## src/rtl/if_axi_read_bridge.sv

```systemverilog
// rtl/if_axi_read_bridge.sv - instruction-fetch to AXI4 single-beat read bridge
// One read outstanding; responses for flushed/redirected fetches are drained and dropped.
module if_axi_read_bridge #(
  parameter int           ADDR_W = 64,
  parameter int           DATA_W = 64,
  parameter logic [3:0]   AXI_ID = 4'd0
) (
  input  logic              cpu_clk_50M,
  input  logic              cpu_rst,
  input  logic              if_valid,
  input  logic [ADDR_W-1:0] if_addr,
  output logic [DATA_W-1:0] if_data_read,
  output logic              if_read_isdone,
  output logic              if_fetch_err,
  output logic              if_axi_busy,
  output logic              axi_ar_valid,
  input  logic              axi_ar_ready,
  output logic [ADDR_W-1:0] axi_ar_addr,
  output logic [3:0]        axi_ar_id,
  output logic [7:0]        axi_ar_len,
  output logic [2:0]        axi_ar_size,
  output logic [1:0]        axi_ar_burst,
  output logic [2:0]        axi_ar_prot,
  output logic [3:0]        axi_ar_cache,
  input  logic              axi_r_valid,
  output logic              axi_r_ready,
  input  logic [DATA_W-1:0] axi_r_data,
  input  logic [1:0]        axi_r_resp,
  input  logic              axi_r_last
);

  typedef enum logic [1:0] {S_IDLE, S_AR, S_R, S_DONE} state_t;

  state_t              r_state;
  state_t              w_next;
  logic [ADDR_W-1:0]   r_req_addr;
  logic [DATA_W-1:0]   r_rdata;
  logic                r_err;
  logic [31:0]         w_word;
  logic                w_resp_err;

  assign w_word     = r_req_addr[2] ? axi_r_data[63:32] : axi_r_data[31:0];
  // r_last carries no information for a single-beat burst; folded in as a no-op.
  assign w_resp_err = (axi_r_resp != 2'b00) | (axi_r_last & 1'b0);

  always_ff @(posedge cpu_clk_50M or posedge cpu_rst) begin
    if (cpu_rst) begin
      r_state    <= S_IDLE;
      r_req_addr <= '0;
      r_rdata    <= '0;
      r_err      <= 1'b0;
    end else begin
      r_state <= w_next;
      if (r_state == S_IDLE && if_valid)
        r_req_addr <= if_addr;
      if (r_state == S_R && axi_r_valid) begin
        r_err   <= w_resp_err;
        r_rdata <= w_resp_err ? '0 : DATA_W'(w_word);
      end
    end
  end

  always_comb begin
    w_next         = r_state;
    if_read_isdone = 1'b0;
    case (r_state)
      S_IDLE: if (if_valid) w_next = S_AR;
      S_AR:   if (axi_ar_ready) w_next = S_R;
      S_R:    if (axi_r_valid) w_next = S_DONE;
      S_DONE: begin
        // Live compare against the current request so a same-cycle flush suppresses the pulse.
        if_read_isdone = if_valid && (if_addr == r_req_addr);
        w_next         = S_IDLE;
      end
      default: w_next = S_IDLE;
    endcase
  end

  assign if_data_read = if_read_isdone ? r_rdata : '0;
  assign if_fetch_err = if_read_isdone & r_err;
  assign if_axi_busy  = (r_state != S_IDLE);

  assign axi_ar_valid = (r_state == S_AR);
  assign axi_r_ready  = (r_state == S_R);
  assign axi_ar_addr  = {r_req_addr[ADDR_W-1:3], 3'b000};
  assign axi_ar_id    = AXI_ID;
  assign axi_ar_len   = 8'd0;
  assign axi_ar_size  = 3'b011;
  assign axi_ar_burst = 2'b01;
  assign axi_ar_prot  = 3'b100;
  assign axi_ar_cache = 4'b0010;

endmodule

```

## config.mk

```make
export PLATFORM = sky130hd
export DESIGN_NAME = if_axi_read_bridge
export DESIGN_NICKNAME = d
export VERILOG_FILES = /design/src/rtl/if_axi_read_bridge.sv
export SDC_FILE = /design/constraint.sdc
export NUM_CORES = 1
export LEC_CHECK = 0
export ABC_AREA = 1
export BUFFER_PORTS_ARGS = -buffer_cell sky130_fd_sc_hd__buf_2
export CAP_MARGIN = 20
export CORE_MARGIN = 1
export CORE_UTILIZATION = 45
export DETAILED_ROUTE_END_ITERATION = 6
export PLACE_DENSITY = 0.78
export RECOVER_POWER = 25
export SLEW_MARGIN = 20
export SYNTH_ARGS = -nofsm -noshare
export SYNTH_HDL_FRONTEND = slang
export SYNTH_SLANG_ARGS = --single-unit
```

## constraint.sdc

```tcl
create_clock -name cpu_clk_50M -period 6.25 [get_ports cpu_clk_50M]
set_clock_uncertainty 0.15 [all_clocks]
set_input_delay 0.625 -clock cpu_clk_50M [delete_from_list [all_inputs] [get_ports cpu_clk_50M]]
set_output_delay 0.625 -clock cpu_clk_50M [all_outputs]
set_load 0.1 [all_outputs]
```

# After elaboration in Yosys (flattened, before gate mapping)
# Index checks and enable logic that the tools add are counted.
[totals]
latchBits = 0
romBits = 0
in_bits = 136
mem_count = 0
out_inout_bits = 157
register_bits = 131
ram_bits = 0
[op_classes]
reduce_logical = 7
n_div = 0
shifts = 0
add_sub_neg = 0
mul = 0
mux = 8
magnitude_cmp = 0
n_eq_ne = 7
n_bitwise = 1
[op_table]
columns = ["cell", "count"]
rows = [
  ["64-bit equality test", 1],
  ["32-bit 2-to-1 mux", 2],
  ["64-bit 2-to-1 mux", 1],
  ["2-bit case mux with 4 select lines", 1],
  ["2-bit 2-to-1 mux", 3],
  ["2-bit equality test, second input constant", 2],
  ["2-bit inequality test, second input constant", 2],
  ["2-bit nonzero test", 2],
  ["1-bit logical AND", 3],
  ["3-bit AND reduction", 1],
  ["2-bit by 1-bit equality test with 1-bit output, second input constant", 1],
  ["2-bit zero test", 1],
  ["2-bit by 1-bit inequality test with 1-bit output, second input constant", 1],
  ["1-bit AND", 1],
  ["1-bit 2-to-1 mux", 1],
]

# Depth between registers and ports, before layout
# Gate-level depths: netlist of the first run.
[logic_depth]
depth_word = 4
depth_mapped = 12

# Least setup slack after synthesis of the first run
# No wires, ideal clock.
[synth_timing]
path_type = "input to output"
startpoint = "in if_addr[7]"
endpoint = "out if_data_read[0]"
path_buffers = 0
t_arrival_ps = 2555
t_required_ps = 5475
cell_stages = 10
path_slack_ps = 2920
path_cell_list = "inv_1 nand2_1 o21ai_0 nor2_1 nand2_1 nor2_1 nand2_1 nor2_2 nand3_4 nor2_1"
[synth_via]
elab_chain_len = 4
[synth_rtl]
columns = ["item", "line", "rtl"]
rows = [
  ["start, declared", "11", "input logic [ADDR_W-1:0] if_addr,"],
  ["64-bit equality test", "72", "if_read_isdone = if_valid && (if_addr == r_req_addr);"],
  ["1-bit logical AND", "72", ""],
  ["1-bit 2-to-1 mux", "66", "case (r_state)"],
  ["64-bit 2-to-1 mux", "79", "assign if_data_read = if_read_isdone ? r_rdata : '0;"],
  ["end, declared", "12", "output logic [DATA_W-1:0] if_data_read,"],
]
# No other way between the ends.

# Final worst setup path of the first run
[layout_timing]
startpoint = "reg r_state[0]"
endpoint = "out if_data_read[24]"
[layout_via]
elab_chain_len = 3
[layout_rtl]
columns = ["item", "line", "rtl"]
rows = [
  ["start, declared", "34", "state_t r_state;"],
  ["start signal, assigned", "53", "r_state <= w_next;"],
  ["2-bit equality test", "66", ""],
  ["1-bit 2-to-1 mux", "66", ""],
  ["64-bit 2-to-1 mux", "79", ""],
]
# No other way between the ends.

==> results.py, run 1 <==
metrics = {
    "worst_setup_path": {
        "regToRegEndpoint": "r_rdata[0]$_DFFE_PP0P_",
        "worst-r2r-cell-count": 4,
        "worst_ep_required_ns": 5.47,
        "timing.critical_path.arrival_ns": 2.74,
        "worstPathMaxFanout": 34,
        "rrSetupSlack_ns": 4.04,
        "critical_path.reg2reg.startpoint": "r_req_addr[2]$_DFFE_PP0P_",
        "worstSetupStartpointType": "register",
        "crit_start": "r_state[0]$_DFFE_PP0P_",
        "timing.setup.critical_path_class": "reg -> out",
        "worst_setup_path_end_kind": "output port",
        "endpoint": "if_data_read[24]",
    },
    "synthesis": {
        "async_flop_share": 1.00,
        "synth.ff_latch_count": 99,
        "yosys-top-cells-count": "sky130_fd_sc_hd__nand2_1, sky130_fd_sc_hd__inv_1, sky130_fd_sc_hd__buf_4",
        "netlist_top_cells_area": "sky130_fd_sc_hd__dfrtp_1, sky130_fd_sc_hd__buf_4, sky130_fd_sc_hd__nand2_1",
        "yosys.cell_count.top_type": "sky130_fd_sc_hd__nand2_1",
        "post_synth_top_area_cell": "sky130_fd_sc_hd__dfrtp_1",
        "post_synth_inst_count": 843,
        "synth-main-ff-cell": "sky130_fd_sc_hd__dfrtp_1",
        "synth_largest_type_area_fraction": 0.394,
        "avgSynthCellArea_um2": 7.46,
        "synth_enable_flop_cells": 0,
        "yosysWarningCount": 0,
        "post_synth_instance_area_um2": 6290,
        "post_synth_num_cell_types": 23,
        "seq_area_frac_synth": 0.394,
    },
    "drt": {
        "detailedRoute.firstPassIterationCount": 4,
        "vias_per_cell": 4.55,
        "finalWirelength_mm": 14.6,
        "detail_route.drc_violations": 0,
        "drt_first_iter_violations": 319,
        "vias": 5360,
        "detail-route-antenna-nets": 0,
        "post_drt_wl_per_cell_um": 12.4,
    },
    "floorplan": {
        "floorplan.io_pins": 293,
        "die_height_um": 120,
        "initial_utilization": 0.467,
        "horizontal_die_dimension_um": 120,
        "dieArea_um2": 14400,
        "core-area_um2": 13500,
        "placement_rows": 42,
    },
    "clocking": {
        "cts-hold-fix-buffers": 0,
        "tritoncts": "done",
        "ctsLongestPathBuffers": 2,
        "post_cts.resized_instances": 0,
        "cts_buffers": 9,
        "postCtsSetupRepairBufs": 0,
        "insertion_delay_ns": 0.34,
        "clk_root_buffer_cell": "sky130_fd_sc_hd__clkbuf_16",
        "h_tree_depth": 3,
        "clock_sink_count": 99,
        "clkSlewWorstSetupHoldPaths_ns": 0.06,
    },
    "grt": {
        "grt_max_degree": 119,
        "gr-total-overflow": 0,
        "first_global_vias": 4848,
        "antenna_found_initial": 0,
        "groute.usage.overall": 0.206,
        "grt_pass1_wl_mm": 23.2,
    },
    "power_and_ir_drop": {
        "powerDensity_nw_per_um2": 624,
        "power.leakage_nw": 4.02,
        "combPwrFrac": 0.621,
        "pwr-share-seq": 0.254,
        "power_switching_mw": 2.72,
        "power.internal_mw": 1.76,
        "power_switching_share": 0.607,
        "ir_drop_mv": 0.382,
        "power.clock.fraction": 0.125,
    },
    "status": {
        "violations": "max-capacitance violations, max-slew violations",
        "status": "complete, but fails checks",
    },
    "placement": {
        "hpwl_mm": 11.0,
        "buffer_ports.inserted": 232,
        "place_congestion": 0.804,
        "placed_cell_area_um2": 6880,
        "place_worst_setup_slack_ns": 2.66,
    },
    "sta": {
        "slew_viol_final": 51,
        "timing.final.ws_setup_ns": 2.73,
        "unrepaired_setup_endpoints_after_global_routing": "false",
        "worst_slew_margin_rel": -0.461,
        "hold_viol": 0,
        "setup_viol_count_final": 0,
        "finalCriticalPeriod_ns": 3.52,
        "fmax_ghz": 0.284,
        "final.setup.tns_ns": 0,
        "min_period_over_period": 0.563,
        "worst_pin_slew_ns": 2.18,
    },
    "finish": {
        "final_area_um2": 7190,
        "antenna-diode-count": 0,
        "areaGrowthSynthToFinish_pct": 14.3,
        "filler_cell_count": 1351,
        "fraction_of_layout_cells_with_a_size_suffix_above_1": 0.294,
        "nets": 1139,
    },
    "hold_path": {
        "hp-class": "reg -> reg",
    },
    "run": {
        "drv_cap": 1,
    },
}
-- logic make-up (layout without fill, tap and decap cells) --
family | count (synthesis) | in the layout | synth area share
buffers and inverters | 272 | 375 | 0.239
adders and majority gates | 5 | 5 | 0.00995
other | 2 | 59 | 0.00119
xor gates and xnor gates | 11 | 11 | 0.0153
AOI/OAI and AO/OA | 113 | 113 | 0.110
and+or+nand+nor | 331 | 331 | 0.213
muxes | 10 | 10 | 0.0179
DFF | 99 | 99 | 0.394
-- sequential cells by signal (all words and copies together), names as in the netlist --
| register | flops |
|---|---|
| r_state | 2 |
| r_rdata | 32 |
| r_req_addr | 64 |
| r_err | 1 |
-- power groups by stage --
| stage | Combinational [mW] | Sequential (mW) | Clock [mW] |
|---|---|---|---|
| 2_1_floorplan | 2.68 | 1.10 | 0 |
| 3_3_place_gp | 2.76 | 1.13 | 0 |
| 3_5_place_dp | 2.79 | 1.15 | 0 |
| 4_1_cts | 2.80 | 1.14 | 0.576 |
| 5_1_grt | 2.96 | 1.18 | 0.598 |
| 6_report | 2.78 | 1.14 | 0.558 |
-- stage by stage --
| stage | power (mW) | cells | hold WS [ns] | utilization |
|---|---|---|---|---|
| after global placement | 3.90 | 1163 | 0.325 | 0.511 |
| after CTS | 4.51 | 1179 | 0.223 | 0.533 |
| after global routing | 4.74 | 1179 | 0.380 | 0.534 |
| after detailed placement | 3.94 | 1163 | 0.345 | 0.511 |
| final | 4.48 | 1179 | 0.351 | 0.534 |
| after floorplan | 3.78 | 900 | 0.314 | - |
-- metal layers --
| metal | vias to the layer above | GRT usage | part of all wire |
|---|---|---|---|
| li1 | 2721 | - | - |
| met1 | 2413 | 0.257 | 0.43 |
| met2 | 201 | 0.349 | 0.49 |
| met3 | 25 | 0.0387 | 0.053 |
| met4 | 0 | 0.0828 | 0.024 |
| met5 | - | 0 | 0 |
-- critical path, stage by stage (launching register included) --
cell and delay, ns:
sky130_fd_sc_hd__dfrtp_1 0.38, sky130_fd_sc_hd__ha_1 0.15, sky130_fd_sc_hd__nand2_1 0.05, sky130_fd_sc_hd__inv_1 0.07
sky130_fd_sc_hd__nand2_1 0.05, sky130_fd_sc_hd__nor2_1 0.12, sky130_fd_sc_hd__nand2_1 0.06, sky130_fd_sc_hd__nor2_1 0.09
sky130_fd_sc_hd__nand2_1 0.08, sky130_fd_sc_hd__nor2_2 0.17, sky130_fd_sc_hd__nand3_4 0.46, sky130_fd_sc_hd__nor2_2 0.25
sky130_fd_sc_hd__buf_2 0.45
-- final cells by class --
type / instances / area [um^2] / area share
multi-input combinational: 529 / 2540 / 0.354
sequential: 99 / 2480 / 0.345
timing repair buffer: 235 / 1180 / 0.165
inverter: 124 / 467 / 0.0649
clock buffer: 11 / 243 / 0.0338
tap: 176 / 220 / 0.0306
clock inverter: 5 / 52.6 / 0.00731
-- placed cells by master, fill, tap and decap left out, types with 2 or more instances in the layout --
master	Yosys	layout
sky130_fd_sc_hd__a21oi_1	14	14
sky130_fd_sc_hd__buf_2	5	232
sky130_fd_sc_hd__buf_4	120	3
sky130_fd_sc_hd__clkbuf_16	0	9
sky130_fd_sc_hd__clkinv_2	0	3
sky130_fd_sc_hd__conb_1	2	59
sky130_fd_sc_hd__dfrtp_1	99	99
sky130_fd_sc_hd__ha_1	5	5
sky130_fd_sc_hd__inv_1	123	122
sky130_fd_sc_hd__mux2_2	10	10
sky130_fd_sc_hd__nand2_1	178	176
sky130_fd_sc_hd__nand3_1	2	2
sky130_fd_sc_hd__nor2_1	119	119
sky130_fd_sc_hd__nor2_2	31	31
sky130_fd_sc_hd__o21ai_0	60	60
sky130_fd_sc_hd__o22ai_1	5	5
sky130_fd_sc_hd__o32ai_1	32	32
sky130_fd_sc_hd__xnor2_1	11	11
-- how the worst min path moves through the flow --
stage                                 start                    endpoint  slack (ns)  depth (start not counted)
after floorplan           r_err$_DFFE_PP0P_           r_err$_DFFE_PP0P_        0.31                          1
after global placement    r_err$_DFFE_PP0P_           r_err$_DFFE_PP0P_        0.32                          1
after detailed placement  r_err$_DFFE_PP0P_           r_err$_DFFE_PP0P_        0.35                          1
after CTS                           cpu_rst     r_rdata[28]$_DFFE_PP0P_        0.22                          2
after global routing            if_addr[52]  r_req_addr[52]$_DFFE_PP0P_        0.38                          2
final                     r_err$_DFFE_PP0P_           r_err$_DFFE_PP0P_        0.35                          1
(Power assumes the default switching activity.)
==> run 2, diff against run 1 <==
Clock period 6.25 ns to 3.41 ns, I/O delays scaled along.
==> run 2 against run 1 <==
The flow still finishes with violations (max-capacitance violations, max-slew violations). Via count rose by 2.4%. Final area rose by 7.8%. Flip-flop and latch count did not move. Register-to-register slack got worse by 2.9 ns. Combinational power rose by 84%. Final cell count rose by 0.59%. Clock power rose by 92%. Sequential power rose by 83%. Count of clock-buffer cells in the layout rose by 1. Critical path depth fell by 1. Critical path type unchanged.
==> results.py, run 2 (synthesis gave the netlist of run 1 again) <==
metrics = {
    "clocking": {
        "clkSlewWorstSetupHoldPaths_ns": 0.07,
        "post_cts.resized_instances": 0,
        "cts_buffers": 9,
        "postCtsSetupRepairBufs": 0,
        "clk_root_buffer_cell": "sky130_fd_sc_hd__clkbuf_16",
        "cts-hold-fix-buffers": 1,
        "h_tree_depth": 3,
        "tritoncts": "done",
        "clock_sink_count": 99,
        "insertion_delay_ns": 0.34,
        "ctsLongestPathBuffers": 2,
    },
    "finish": {
        "nets": 1145,
        "mostFrequentLayoutCells": "sky130_fd_sc_hd__buf_2, sky130_fd_sc_hd__nand2_1, sky130_fd_sc_hd__inv_1, sky130_fd_sc_hd__nor2_1, sky130_fd_sc_hd__dfrtp_1",
        "reg.largest.list": "r_req_addr (64), r_rdata (32), r_state (2)",
        "filler_cell_count": 1232,
        "number_of_flip_flops_under_the_largest_register_name": 64,
        "largest_register": "r_req_addr",
        "final_area_um2": 7740,
        "areaGrowthSynthToFinish_pct": 23.2,
        "layout_commonest_cell": "sky130_fd_sc_hd__buf_2",
        "fraction_of_layout_cells_with_a_size_suffix_above_1": 0.292,
    },
    "drt": {
        "met2RoutedLength_mm": 7.72,
        "vias_per_cell": 4.63,
        "vias": 5491,
        "detail-route-antenna-nets": 0,
        "post_drt_wl_per_cell_um": 13.2,
        "met3RoutedLength_um": 881,
        "top_signal_layer_used": "met4",
        "met1_length_mm": 6.60,
        "detailedRoute.firstPassIterationCount": 5,
        "drt_first_iter_violations": 318,
        "detail_route.drc_violations": 0,
        "finalWirelength_mm": 15.7,
    },
    "sta": {
        "fmax_ghz": 0.335,
        "finalCriticalPeriod_ns": 2.98,
        "unrepaired_setup_endpoints_after_global_routing": "false",
        "worst_slew_margin_rel": -0.325,
        "min_period_over_period": 0.875,
        "worst_pin_slew_ns": 1.99,
        "hold_viol": 0,
        "final.setup.tns_ns": 0,
        "setup_viol_count_final": 0,
        "slew_viol_final": 49,
    },
    "hold_path": {
        "hp-class": "in -> reg",
        "holdPathStages": 2,
        "hold_path.startpoint": "if_addr[50]",
        "hold-path-endpoint": "r_req_addr[50]$_DFFE_PP0P_",
    },
    "grt": {
        "first_global_vias": 5068,
        "grt_pass1_wl_mm": 24.7,
        "grt_max_degree": 99,
        "gr-total-overflow": 0,
        "groute.usage.overall": 0.219,
        "antenna_found_initial": 0,
    },
    "floorplan": {
        "floorplan.io_pins": 293,
        "placement_rows": 42,
        "core-area_um2": 13500,
        "initial_utilization": 0.467,
        "die_height_um": 120,
        "dieArea_um2": 14400,
        "horizontal_die_dimension_um": 120,
    },
    "worst_setup_path": {
        "worstPathMaxFanout": 14,
        "cpLargestDelayFamily": "simple AND/OR/NAND/NOR gates",
        "rrSetupSlack_ns": 1.18,
        "worst_path_max_delay_cell": "sky130_fd_sc_hd__dfrtp_1",
        "worst_ep_required_ns": 2.92,
        "worst_setup_path_end_kind": "output port",
        "critical_path.reg2reg.startpoint": "r_state[0]$_DFFE_PP0P_",
        "regToRegEndpoint": "r_req_addr[53]$_DFFE_PP0P_",
        "worstSetupStartpointType": "register",
        "timing.setup.critical_path_class": "reg -> out",
        "timing.critical_path.arrival_ns": 2.49,
        "timing.critical_path.buf_inv": 2,
        "timing.critical_path.cells": "nand2_1 > o21ai_0 > nor2_1 > nand2_1 > nor2_1 > nand2_1 > nor2_2 > nand3_4 > buf_4 > nor2_1 > buf_12",
        "worst_path_largest_cell_delay_ns": 0.41,
        "worst-r2r-cell-count": 6,
    },
    "placement": {
        "buffer_ports.inserted": 232,
        "place_congestion": 0.813,
        "hpwl_mm": 11.8,
        "placed_cell_area_um2": 7430,
    },
    "power_and_ir_drop": {
        "powerDensity_nw_per_um2": 1070,
        "pwr-share-seq": 0.252,
        "power.internal_mw": 3.27,
        "combPwrFrac": 0.619,
        "design_power_total_mw": 8.28,
        "power.clock.fraction": 0.129,
        "power.leakage_nw": 4.14,
        "power_switching_share": 0.605,
        "ir_drop_mv": 0.869,
        "power_switching_mw": 5.01,
    },
    "status": {
        "status": "complete, but fails checks",
        "violations": "max-capacitance violations, max-slew violations",
    },
    "run": {
        "drv_cap": 1,
    },
}
[run 2: per-stage QoR]
stage | hold WS (ns) | worst slack [ns] | utilization | cells
floorplan | 0.314 | 0.329 | - | 900
global placement | 0.324 | 0.688 | 0.552 | 1168
global route | 0.102 | 0.186 | 0.576 | 1185
CTS | 0.0876 | 0.343 | 0.576 | 1185
finish | 0.0991 | 0.427 | 0.576 | 1186
detailed placement | 0.324 | 0.679 | 0.552 | 1168
[run 2: worst register-to-register path: stages, from the launching register on]
cell,delay [ns]
sky130_fd_sc_hd__dfrtp_1,0.38
sky130_fd_sc_hd__inv_1,0.10
sky130_fd_sc_hd__ha_1,0.25
sky130_fd_sc_hd__nand2_4,0.64
sky130_fd_sc_hd__buf_4,0.46
sky130_fd_sc_hd__nor2_1,0.06
sky130_fd_sc_hd__a21oi_1,0.12
[run 2: worst max path at each step]
stage / cells past startpoint / startpoint / to / slack, ns
finish: 11 / r_req_addr[58]$_DFFE_PP0P_ / if_fetch_err / 0.43
global placement: 13 / if_addr[58] / if_fetch_err / 0.69
floorplan: 1 / cpu_rst / r_err$_DFFE_PP0P_ / 0.33
detailed placement: 13 / if_addr[58] / if_fetch_err / 0.68
CTS: 11 / r_req_addr[58]$_DFFE_PP0P_ / if_fetch_err / 0.34
global route: 11 / r_req_addr[58]$_DFFE_PP0P_ / if_fetch_err / 0.19
[run 2: power by group through the flow]
| stage | sequential, mW | clock [mW] | combinational (mW) |
|---|---|---|---|
| after floorplan | 2.02 | 0 | 4.91 |
| after global placement | 2.07 | 0 | 5.08 |
| after detailed placement | 2.10 | 0 | 5.14 |
| after CTS | 2.09 | 1.09 | 5.15 |
| after global routing | 2.16 | 1.13 | 5.44 |
| final | 2.09 | 1.07 | 5.12 |
[run 2: area by class of cell]
class,count,area (um^2),area share
antenna,1,2.50,0.000323
clock buffer,12,267,0.0344
clock inverter,4,47.5,0.00614
inverter,124,465,0.0601
multi-input combinational,529,2530,0.327
sequential,99,2480,0.320
tap,176,220,0.0284
timing repair buffer,241,1730,0.224
[run 2: layer usage]
metal	up-vias	global-route usage
li1	2734	-
met1	2515	0.272
met2	205	0.369
met3	37	0.0368
met4	0	0.107
met5	-	0
